--- config.mk ---
export PLATFORM = sky130hd
export DESIGN_NAME = x_micro_sequencer_ctrl
export DESIGN_NICKNAME = d
export VERILOG_FILES = /design/src/rtl/x_micro_sequencer_ctrl.sv
export SDC_FILE = /design/constraint.sdc
export NUM_CORES = 1
export LEC_CHECK = 0
export CAP_MARGIN = 30
export CORE_MARGIN = 1.5
export CORE_UTILIZATION = 48
export CTS_BUF_LIST = sky130_fd_sc_hd__clkbuf_16
export DETAILED_ROUTE_END_ITERATION = 12
export PLACE_DENSITY = 0.78
export SYNTH_ARGS = -nofsm -noshare
export SYNTH_HDL_FRONTEND = slang
export SYNTH_SLANG_ARGS = --single-unit
--- constraint.sdc ---
create_clock -name i_clk -period 3.08 [get_ports i_clk]
set_input_delay 0.616 -clock i_clk [delete_from_list [all_inputs] [get_ports i_clk]]
set_output_delay 0.616 -clock i_clk [all_outputs]
set_load 0.005 [all_outputs]
--- src/rtl/x_micro_sequencer_ctrl.sv ---
// x_micro_sequencer_ctrl: executes a micro-sequencer program from RAM (output, wait, jump, loop, halt)
// Ports:
//   i_clk, i_rst   clock and synchronous active-high reset
//   i_start        start request, honoured only when idle
//   i_abort        stop execution and return to idle
//   o_busy         high while a program is running
//   o_raddr        program RAM read address (the program counter)
//   i_rdata        {data, cmd} word, valid one cycle after o_raddr
//   o_data         last word emitted by an OUT command
//   o_valid        one-cycle pulse when o_data is updated
//   o_done         one-cycle pulse when a HALT retires
module x_micro_sequencer_ctrl #(
    parameter int AW = 9,
    parameter int DW = 36,
    parameter int CW = 4
) (
    input  logic               i_clk,
    input  logic               i_rst,
    input  logic               i_start,
    input  logic               i_abort,
    output logic               o_busy,
    output logic [AW-1:0]      o_raddr,
    input  logic [DW+CW-1:0]   i_rdata,
    output logic [DW-1:0]      o_data,
    output logic               o_valid,
    output logic               o_done
);
    localparam logic [1:0] ST_IDLE  = 2'd0;
    localparam logic [1:0] ST_FETCH = 2'd1;
    localparam logic [1:0] ST_EXEC  = 2'd2;
    localparam logic [1:0] ST_WAIT  = 2'd3;

    localparam logic [CW-1:0] CMD_OUT  = CW'(1);
    localparam logic [CW-1:0] CMD_WAIT = CW'(2);
    localparam logic [CW-1:0] CMD_JUMP = CW'(3);
    localparam logic [CW-1:0] CMD_LOOP = CW'(4);
    localparam logic [CW-1:0] CMD_HALT = CW'(15);

    logic [1:0]    state_q, state_d;
    logic [AW-1:0] pc_q, pc_d;
    logic [DW-1:0] data_q, data_d;
    logic          valid_q, valid_d;
    logic          done_q, done_d;
    logic          busy_q;
    logic          lactive_q, lactive_d;
    logic [15:0]   lcnt_q, lcnt_d;
    logic [15:0]   wcnt_q, wcnt_d;

    logic [CW-1:0] cmd;
    logic [DW-1:0] dat;
    logic [15:0]   wait_cnt;
    logic [15:0]   loop_cnt;
    logic [AW-1:0] target;
    logic [AW-1:0] pc_inc;

    assign cmd      = i_rdata[CW-1:0];
    assign dat      = i_rdata[DW+CW-1:CW];
    assign wait_cnt = dat[15:0];
    assign loop_cnt = dat[AW+15:AW];
    assign target   = dat[AW-1:0];
    assign pc_inc   = pc_q + AW'(1);

    always_comb begin
        state_d   = state_q;
        pc_d      = pc_q;
        data_d    = data_q;
        valid_d   = 1'b0;
        done_d    = 1'b0;
        lactive_d = lactive_q;
        lcnt_d    = lcnt_q;
        wcnt_d    = wcnt_q;
        if (i_abort) begin
            // abort beats everything in flight, including an OUT or HALT being decoded
            state_d   = ST_IDLE;
            lactive_d = 1'b0;
            wcnt_d    = '0;
        end else begin
            case (state_q)
                ST_IDLE: begin
                    if (i_start) begin
                        state_d = ST_FETCH;
                        pc_d    = '0;
                    end
                end
                ST_FETCH: state_d = ST_EXEC;
                ST_EXEC: begin
                    state_d = ST_FETCH;
                    pc_d    = pc_inc;
                    case (cmd)
                        CMD_OUT: begin
                            data_d  = dat;
                            valid_d = 1'b1;
                        end
                        CMD_WAIT: begin
                            if (wait_cnt != 16'd0) begin
                                state_d = ST_WAIT;
                                pc_d    = pc_q;
                                wcnt_d  = wait_cnt - 16'd1;
                            end
                        end
                        CMD_JUMP: pc_d = target;
                        CMD_LOOP: begin
                            // a single shared counter: first visit arms it, later visits count it down
                            if (!lactive_q) begin
                                if (loop_cnt != 16'd0) begin
                                    lactive_d = 1'b1;
                                    lcnt_d    = loop_cnt - 16'd1;
                                    pc_d      = target;
                                end
                            end else if (lcnt_q == 16'd0) begin
                                lactive_d = 1'b0;
                            end else begin
                                lcnt_d = lcnt_q - 16'd1;
                                pc_d   = target;
                            end
                        end
                        CMD_HALT: begin
                            state_d   = ST_IDLE;
                            pc_d      = pc_q;
                            done_d    = 1'b1;
                            lactive_d = 1'b0;
                        end
                        default: ;
                    endcase
                end
                ST_WAIT: begin
                    if (wcnt_q == 16'd0) begin
                        state_d = ST_FETCH;
                        pc_d    = pc_inc;
                    end else begin
                        wcnt_d = wcnt_q - 16'd1;
                    end
                end
                default: state_d = ST_IDLE;
            endcase
        end
    end

    always_ff @(posedge i_clk) begin
        if (i_rst) begin
            state_q   <= ST_IDLE;
            pc_q      <= '0;
            data_q    <= '0;
            valid_q   <= 1'b0;
            done_q    <= 1'b0;
            busy_q    <= 1'b0;
            lactive_q <= 1'b0;
            lcnt_q    <= '0;
            wcnt_q    <= '0;
        end else begin
            state_q   <= state_d;
            pc_q      <= pc_d;
            data_q    <= data_d;
            valid_q   <= valid_d;
            done_q    <= done_d;
            busy_q    <= (state_d != ST_IDLE);
            lactive_q <= lactive_d;
            lcnt_q    <= lcnt_d;
            wcnt_q    <= wcnt_d;
        end
    end

    assign o_busy  = busy_q;
    assign o_raddr = pc_q;
    assign o_data  = data_q;
    assign o_valid = valid_q;
    assign o_done  = done_q;
endmodule

==> summary.md <==
| Metric | Value |
|---|---|
| Outcome | finished clean |
| Largest net degree at the start of global routing | 57 |
| Worst-Skew Late Latency | 0.34 ns |
| Fin crit share | approximately 95% |
| Critical path endpoint category | register |
| Post-synth EDFFs | 0 |
| Post-synthesis async set-or-reset flop share | 0% |
| Non-Filler Instances | 908 |
| Post-synth cell types | 72 |
| Dpl cells | around 890 |
| Fin util | 67.11% |
| Largest family of logic cells by synthesized area | simple AND/OR/NAND/NOR gates |
| Synth top area share | approximately a third |
| Post-route cell area | between 6000 and 7000 um2 |
| DR pass1 iterations | 5 |
| Syn nets | ~690 |
| Most frequent cell after synthesis | nand2_1 |
| Wl on met1 | around 6700 um |
| First-pass GRT wire length | approximately 25,000 um |
| Avg Vias per Cell | around 6.2 |
| Postcts setup bufs | 0 |
| All-Layer GR Usage | between 30% and 40% |
| Met3 WL post-DR | between 1000 and 1500 um |
| DRC | 0 |
| Cell Pwr Density | 362.1 nW/um2 |
| Post-DP HPWL | around 12,000 um |
| Pleak | around 2.3 nW |
| Slew HR | roughly 53% |
| RSZ-0062 raised after global routing | false |
| Hold Crit Class | reg -> reg |
| Clock skew | 0.006854 ns |
| Final antenna-violating net count | 0 |
| CTS tree | built |
| Clock transition at the registers of the reported paths | 0.07 ns |
| Setup CP Type | in -> reg |
| Simple-gate share of the synthesized area | between 20% and 30% |
| Top routing layer in use | met4 |
| MaxCap Viol Count | 0 |
| Port bufs | 91 |
| Mux cell area share after synthesis | under 10% |
| Xor/xnor share of the synthesized area | under 10% |
| Die Footprint | between 10,000 and 15,000 um2 |
| Initial antenna violation count | 0 |
| GP Congestion | 0.9371 |
| Final Hold Fails | 0 |
| Row cnt | 36 |
| Antenna Cells | 0 |
| WL final | approximately 16,000 um |
| Worst path cell trace | clkdlybuf4s50_1 -> a21boi_0 -> ha_1 -> or4b_2 -> buf_4 -> or3_2 -> a21oi_1 -> o21ai_0 -> a21oi_1 |
| Slowest stage cell, crit path | or4b_2 |
| Post-DP Area | approximately 6300 um2 |
| Fraction of final layout cells sized beyond drive strength 1 | between 10% and 20% |
| Register area share after synthesis | 34.38% |
| Via count | 5,597 |
| Clock tree buffer depth | 2 |
| Post-Synth Adder-Cell Area | less than 1% |
| Total Nets Final | around 820 |
| Root buffer cell | clkbuf_16 |
| Synth Area per Inst | 7.529 um2 |
| Initial DRC Count | 444 |
| Syn Std Cell Area | 4833 um2 |
| Peak VDD IR | around 0.00024 V |
| Vias in the first global route | 5,167 |
| Area Growth Syn to Fin | 35.72% |
| IO Pins | around 90 |
| # H-tree levels | 3 |
| CP peak stage delay | 0.65 ns |
| Complex-gate fraction of the synthesized area | 27.49% |
| Count of cells resized by post-cts repair | 0 |
| Post-CTS Hold Fix Bufs | 0 |
| Worst EP arrival | ~3.2 ns |
| Core area | between 9000 and 10,000 um2 |
| Max Fclk | between 300 and 400 MHz |
| Clock buffer count from CTS | 9 |
| Clock sinks | 83 |
| Post-Syn Instances | 642 |
| Synth area leaders | dfxtp_1, nand2_1, a21oi_1 |
| Yosys reg bits | 83 |
| Most used cell, CP | a21oi_1 |
| Starting Density | between 40% and 50% |
| Synth cell count leaders | nand2_1, dfxtp_1, a21oi_1 |
| CP required | ~3.4 ns |
| Fin. max-slew vios | 0 |
| Die height | between 100 and 150 um |
| DR WL/cell | 17.86 um |
| Startpoint Class | input pin |
| Tmin final | 2.932 ns |
| Endpoints failing setup | 0 |
| CP Max Fanout | 3 |
| Ys flop type | dfxtp_1 |
| Die X | just over 100 um |
| Worst-Margin Slew | ~0.7 ns |
| Area leader, netlist | dfxtp_1 |
| Met2 routed WL | 7868 um |
| Total gr overflow | 0 |
| Syn. warnings | 0 |
## cells by family after synthesis
kind of cell	count (synthesis)
multiplexers	11
XOR/XNOR	14
AO/OA/AOI/OAI	204
adder cells (fa/ha/maj)	3
AND/OR/NAND/NOR	277
flip-flops	83
buffers and inverters	50
## critical path, delay by kind of cell
| family | cells | cell delay (ns) |
|---|---|---|
| adder cells (fa/ha/maj) | 1 | 0.26 |
| AO/OA/AOI/OAI | 4 | 0.69 |
| buffers and inverters | 2 | 0.59 |
| AND/OR/NAND/NOR | 2 | 1.05 |
## flip-flops by register name, summed over array words and instances (netlist names)
name       count
o_done         1
o_raddr        9
lcnt_q        16
wcnt_q        16
o_valid        1
state_q        2
o_data        36
lactive_q      1
o_busy         1
## report_power, final
| part | leakage, nW | internal, mW | total (mW) | switching (mW) |
|---|---|---|---|---|
| Clock | 0.127 | 0.553 | 1.05 | 0.493 |
| Sequential | 0.669 | 1.08 | 1.08 | 0.00448 |
| Combinational | 1.49 | 0.121 | 0.249 | 0.128 |
| Total | 2.28 | 1.75 | 2.38 | 0.625 |
## worst paths after layout
| check | from | end | slack, ns | cells past startpoint |
|---|---|---|---|---|
| setup / recovery | i_rdata[4] | wcnt_q[6] | 0.15 | 9 |
| hold / removal | o_data[4] | o_data[4] | 0.46 | 2 |
| setup reg to reg | state_q[1] | wcnt_q[6] | 0.25 | 9 |
| hold reg to reg | o_data[4] | o_data[4] | 0.46 | 2 |
## layout make-up
cell class,count,area [um2]
Clock buffer,9,225.2
Clock inverter,7,53.80
Tap cell,133,166.4
Timing Repair Buffer,159,1454
Fill cell,843,3214
Inverter,8,30.03
Multi-Input combinational cell,509,2969
Sequential cell,83,1662
## through the flow
step / TNS, ns / worst slack (ns) / total power, mW / hold slack (ns)
after floorplan: 0 / 0.004348 / 1.196 / 0.4453
after global placement: -0.3581 / -0.1001 / 1.341 / 0.4420
after detailed placement: -1.850 / -0.2536 / 1.347 / 0.4519
after CTS: 0 / 0.09542 / 2.365 / 0.4610
after global routing: 0 / 0.02064 / 2.431 / 0.4804
final: 0 / 0.1480 / 2.376 / 0.4561
## layer usage
metal	vias up	global-route usage, %
li1	2628	-
met1	2663	38.63
met2	258	48.97
met3	48	5.444
met4	0	14.24
met5	-	0
## layout by cell type, fill, tap and decap left out, types with 13 or more instances in the layout
cell and count:
nor3_1 23, nand3_1 19, a21oi_1 67, o22ai_1 13, nor4_1 13, nand2_1 109
a31oi_1 18, nor2_1 50, a22oi_1 14, buf_4 65, o21ai_0 26, dfxtp_1 83
clkdlybuf4s50_1 90
Note: power is estimated with default switching activity, not from simulation.
==> edit 1, RTL diff (same flow settings) <==
Make the reset (`i_rst`) asynchronous in one clocked block. Comments in the files are not updated.
--- a/src/rtl/x_micro_sequencer_ctrl.sv
+++ b/src/rtl/x_micro_sequencer_ctrl.sv
@@ -137,5 +137,5 @@
     end
 
-    always_ff @(posedge i_clk) begin
+    always_ff @(posedge i_clk or posedge i_rst) begin
         if (i_rst) begin
             state_q   <= ST_IDLE;
Behaviour: differs if i_rst is asserted again (counterexample within 4 cycles, from zero or initial values and one cycle with i_rst high); with i_rst held inactive, the same outputs for 4 cycles.
==> edit 1 against the original RTL <==
Critical path depth shrank 2. Synthesized area grew 6.1%. Setup slack lost 0.11 ns. Synthesized cell count shrank 15%. Global-route usage shrank 2.0 points. Fmax shrank 3.6%. First-iteration DRC count shrank 3.4%. Via count shrank 7.7%. Cell area grew 6.2%. Clock skew shrank 0.00060 ns. Sequential cell count is the same. Wire length shrank 5.9%. Critical endpoint is now o_raddr[8]. Highest routed layer unchanged.
Power is not compared: it rests on default switching activity, and its combinational part moved more than twofold at a synthesized area within 25%.
==> edit 1: results (changes against the original RTL) <==
Layout Nets 735 (was 817); reg2reg start wcnt_q[11] (was state_q[1]); Core ar. 0.0103 mm² (was 0.00977 mm²); net count after synthesis 594 (was 689); crit path launch i_rdata[18] (was i_rdata[4]); hold path depth 1 (was 2); slowest stage delay, CP 0.55 ns (was 0.65 ns); met3 wire len 1.11 mm (was 1.22 mm); hold slack 0.506 ns (was 0.456 ns); Initial DRC Count 429 (was 444); pre-CTS WS -0.321 ns (was -0.254 ns); post-synthesis sequential area ratio 40.5% (was 34.4%); Fill cells 798 (was 843); final WL 15.3 mm (was 16.2 mm); CP max-delay cell or4_4 (was or4b_2); fraction of layout cells with a size suffix above 1 21.4% (was 14.3%); mean post-synth cell area 9.38 µm² (was 7.53 µm²); worst reg-to-reg path cell count 6 (was 9); asr flop ratio synth 100% (was 0%); most numerous cell in the Yosys netlist dfrtp_1 (was nand2_1); worst hold start o_data[11] (was o_data[4]); Worst Path Arrival 3.33 ns (was 3.21 ns); Layout clock area frac 4.06% (was 4.25%); max reg flops 36 (unchanged); nonclk buf count 158 (was 159); metal2 WL 7.38 mm (was 7.87 mm); vias in the first global route 5115 (was 5167); metal1 wirelength 6.42 mm (was 6.68 mm); synth cell count leaders dfrtp_1, nand2_1, nor2_1 (was nand2_1, dfxtp_1, a21oi_1); flip-flop and latch count 83 (unchanged); GRT Util Overall 28.1% (was 30.1%); Cell variety after synth 73 (was 72); FF-to-FF setup slack 0.38 ns (was 0.25 ns); placed cell area 0.00667 mm² (was 0.00627 mm²); Slew HR 45.1% (was 53.4%); status complete, no violations (unchanged); multi-input logic cell count 425 (was 509); HPWL after detailed placement 11.2 mm (was 11.9 mm); worst setup path endpoint o_raddr[8] (was wcnt_q[6]); sequential share of cell area 29.8% (was 25.3%); Vias per Instance 6.24 (was 6.16); largest net degree at the start of global routing 62 (was 57); Non-clock buffers, area share 21.0% (was 22.2%); invs w/o clock 11 (was 8); Clock Tree Buf Depth 2 (unchanged)
==> edit 1: cell types whose count changed after synthesis, sizes merged, moves of 12 or more <==
cell and delta:
a21oi -40, a22oi -12, a31oi -12, clkbuf -13
dfrtp +83, dfxtp -83, mux2 +35, nand2 -66
o21ai +13
==> edit 1: cell families (layout without fill, tap and decap cells) <==
group / after synthesis / after routing / share of synthesized area (%)
adders and majority gates: 3 / 3 / 0.732
and+or+nand+nor: 210 / 210 / 23.1
AOI/OAI and AO/OA: 147 / 147 / 19.3
muxes: 52 / 52 / 11.1
buffers and inverters: 39 / 184 / 3.17
DFF: 83 / 83 / 40.5
xor gates and xnor gates: 13 / 13 / 2.22
==> edit 1: per-layer routing <==
metal | vias to the layer above | track usage (%)
li1 | 2358 | -
met1 | 2551 | 35.2
met2 | 224 | 46.0
met3 | 33 | 6.62
met4 | 0 | 12.3
met5 | - | 0
==> edit 2, RTL diff (same flow settings) <==
Made on the original files. The parameter `CW` goes from 4 to 8.
--- a/src/rtl/x_micro_sequencer_ctrl.sv
+++ b/src/rtl/x_micro_sequencer_ctrl.sv
@@ -13,5 +13,5 @@
     parameter int AW = 9,
     parameter int DW = 36,
-    parameter int CW = 4
+    parameter int CW = 8
 ) (
     input  logic               i_clk,
Ports: changed (resized i_rdata); port bits go from 92 to 96. No check against the original RTL was run, so the function may have changed too.
==> edit 2 against the original RTL <==
Count of clock-buffer cells in the layout stayed put. Sequential power hardly changed. Largest cell class unchanged. Synthesized area is 1.3% lower. Critical path depth is 1 lower. Sequential cell count stayed put. Setup slack better by 0.0037 ns. Power is 1.0% lower. Cell area is 0.63% lower. Largest power group unchanged. Wire length is 7.7% lower.
==> edit 2: results (changes against the original RTL) <==
via count 5388 (was 5597); GRT Util Overall 28.0% (was 30.1%); net count after synthesis 691 (was 689); worst vdd ir 0.226 mV (was 0.240 mV); Cell variety after synth 67 (was 72); GPL Wtd Cong 0.929 (was 0.937); fraction of layout cells with a size suffix above 1 13.0% (was 14.3%); terminus of the critical flop-to-flop path wcnt_q[13] (was wcnt_q[6]); max reg flops 36 (unchanged); placed cell area 0.00624 mm² (was 0.00627 mm²); area share of xor/xnor cells in the synthesized design 2.57% (was 2.54%); Fill cells 809 (was 843); clock skew 0.00838 ns (was 0.00685 ns); Initial DRC Count 488 (was 444); leakage 2.23 nW (was 2.28 nW); first-pass GRT wire length 23.4 mm (was 25.0 mm); mux contribution to synthesized area 2.86% (was 2.33%); synth cell count leaders nand2_1, dfxtp_1, a21oi_1 (unchanged); HPWL after detailed placement 10.8 mm (was 11.9 mm); Antenna Cells 0 (unchanged); FF-to-FF setup slack 0.33 ns (was 0.25 ns); top post-synthesis cells by area dfxtp_1, nand2_1, a21oi_1 (unchanged); PortBufs 95 (was 91); worst hold start o_data[4] (unchanged); status complete, no violations (unchanged); ys flop type dfxtp_1 (unchanged); post-synthesis sequential area ratio 34.8% (was 34.4%); Layout Nets 820 (was 817); final WL 15.0 mm (was 16.2 mm); Slew @ Worst Pin 0.711 ns (was 0.696 ns); adder-cell area share of the yosys netlist 0.787% (was 0.777%); post-synthesis compound-gate area fraction 24.8% (was 27.5%); vias in the first global route 4842 (was 5167); Post-CTS Setup Bufs 0 (unchanged); crit path max fanout 8 (was 3); worst reg-to-reg path cell count 8 (was 9); largest net degree at the start of global routing 65 (was 57); CP max-delay cell or4b_4 (was or4b_2); slowest stage delay, CP 0.60 ns (was 0.65 ns); endpoints failing hold 0 (unchanged)
-- edit 2: worst max-delay path by stage --
stage,to,cells past startpoint,slack (ns),startpoint
floorplan,wcnt_q[12],13,0.05,state_q[0]
global placement,o_raddr[8],8,-0.24,i_rdata[17]
detailed placement,o_raddr[7],8,-0.28,i_rdata[17]
CTS,o_raddr[7],8,0.07,i_rdata[17]
global route,o_raddr[7],8,0.02,i_rdata[17]
finish,o_raddr[7],8,0.15,i_rdata[17]
-- edit 2: per-layer routing --
metal,vias up,track usage (%),part of all wire (%)
li1,2592,-,-
met1,2550,37.2,43
met2,211,47.0,49
met3,35,3.12,5.7
met4,0,10.4,2.3
met5,-,0,0
-- edit 2: worst max-delay path: cells and delay by family --
kind            cells  cell delay [ns]
compound gates      3             0.65
buf+inv             1             0.42
simple gates        4             1.49
-- edit 2: what timing repair did --
| item | CTS | global route |
|---|---|---|
| gates resized for setup | 0 | 1 |
| setup endpoints to repair | 0 | 2 |
| hold buffers | 0 | 0 |
| hold endpoints to repair | 0 | 0 |
-- edit 2: area by class of cell --
| class | count | area [µm²] | share of cell area, % |
|---|---|---|---|
| Clock inverter | 7 | 52.6 | 0.806 |
| Inverter | 6 | 22.5 | 0.345 |
| Clock buffer | 9 | 225 | 3.45 |
| Multi-Input combinational cell | 507 | 2920 | 44.7 |
| Timing Repair Buffer | 162 | 1470 | 22.6 |
| Sequential cell | 83 | 1660 | 25.5 |
| Tap cell | 133 | 166 | 2.55 |
-- edit 2: power by group --
| part | switching, mW | leakage, nW | internal (mW) | total (mW) |
|---|---|---|---|---|
| Clock | 0.481 | 0.129 | 0.551 | 1.03 |
| Combinational | 0.116 | 1.43 | 0.123 | 0.239 |
| Sequential | 0.00395 | 0.669 | 1.08 | 1.08 |
-- edit 2: kinds of logic (layout without fill, tap and decap cells) --
| group | after synthesis | count (layout) |
|---|---|---|
| flops | 83 | 83 |
| fa+ha+maj | 3 | 3 |
| buf+inv | 50 | 184 |
| compound gates | 190 | 190 |
| simple gates | 287 | 287 |
| xor+xnor | 14 | 14 |
| mux | 13 | 13 |
-- edit 2: stage by stage --
| step | hold WS, ns | worst slack [ns] | cells |
|---|---|---|---|
| after global placement | 0.442 | -0.241 | 891 |
| after global routing | 0.466 | 0.0216 | 907 |
| after detailed placement | 0.446 | -0.283 | 891 |
| after floorplan | 0.432 | 0.0488 | 640 |
| final | 0.450 | 0.152 | 907 |
| after CTS | 0.455 | 0.0657 | 907 |
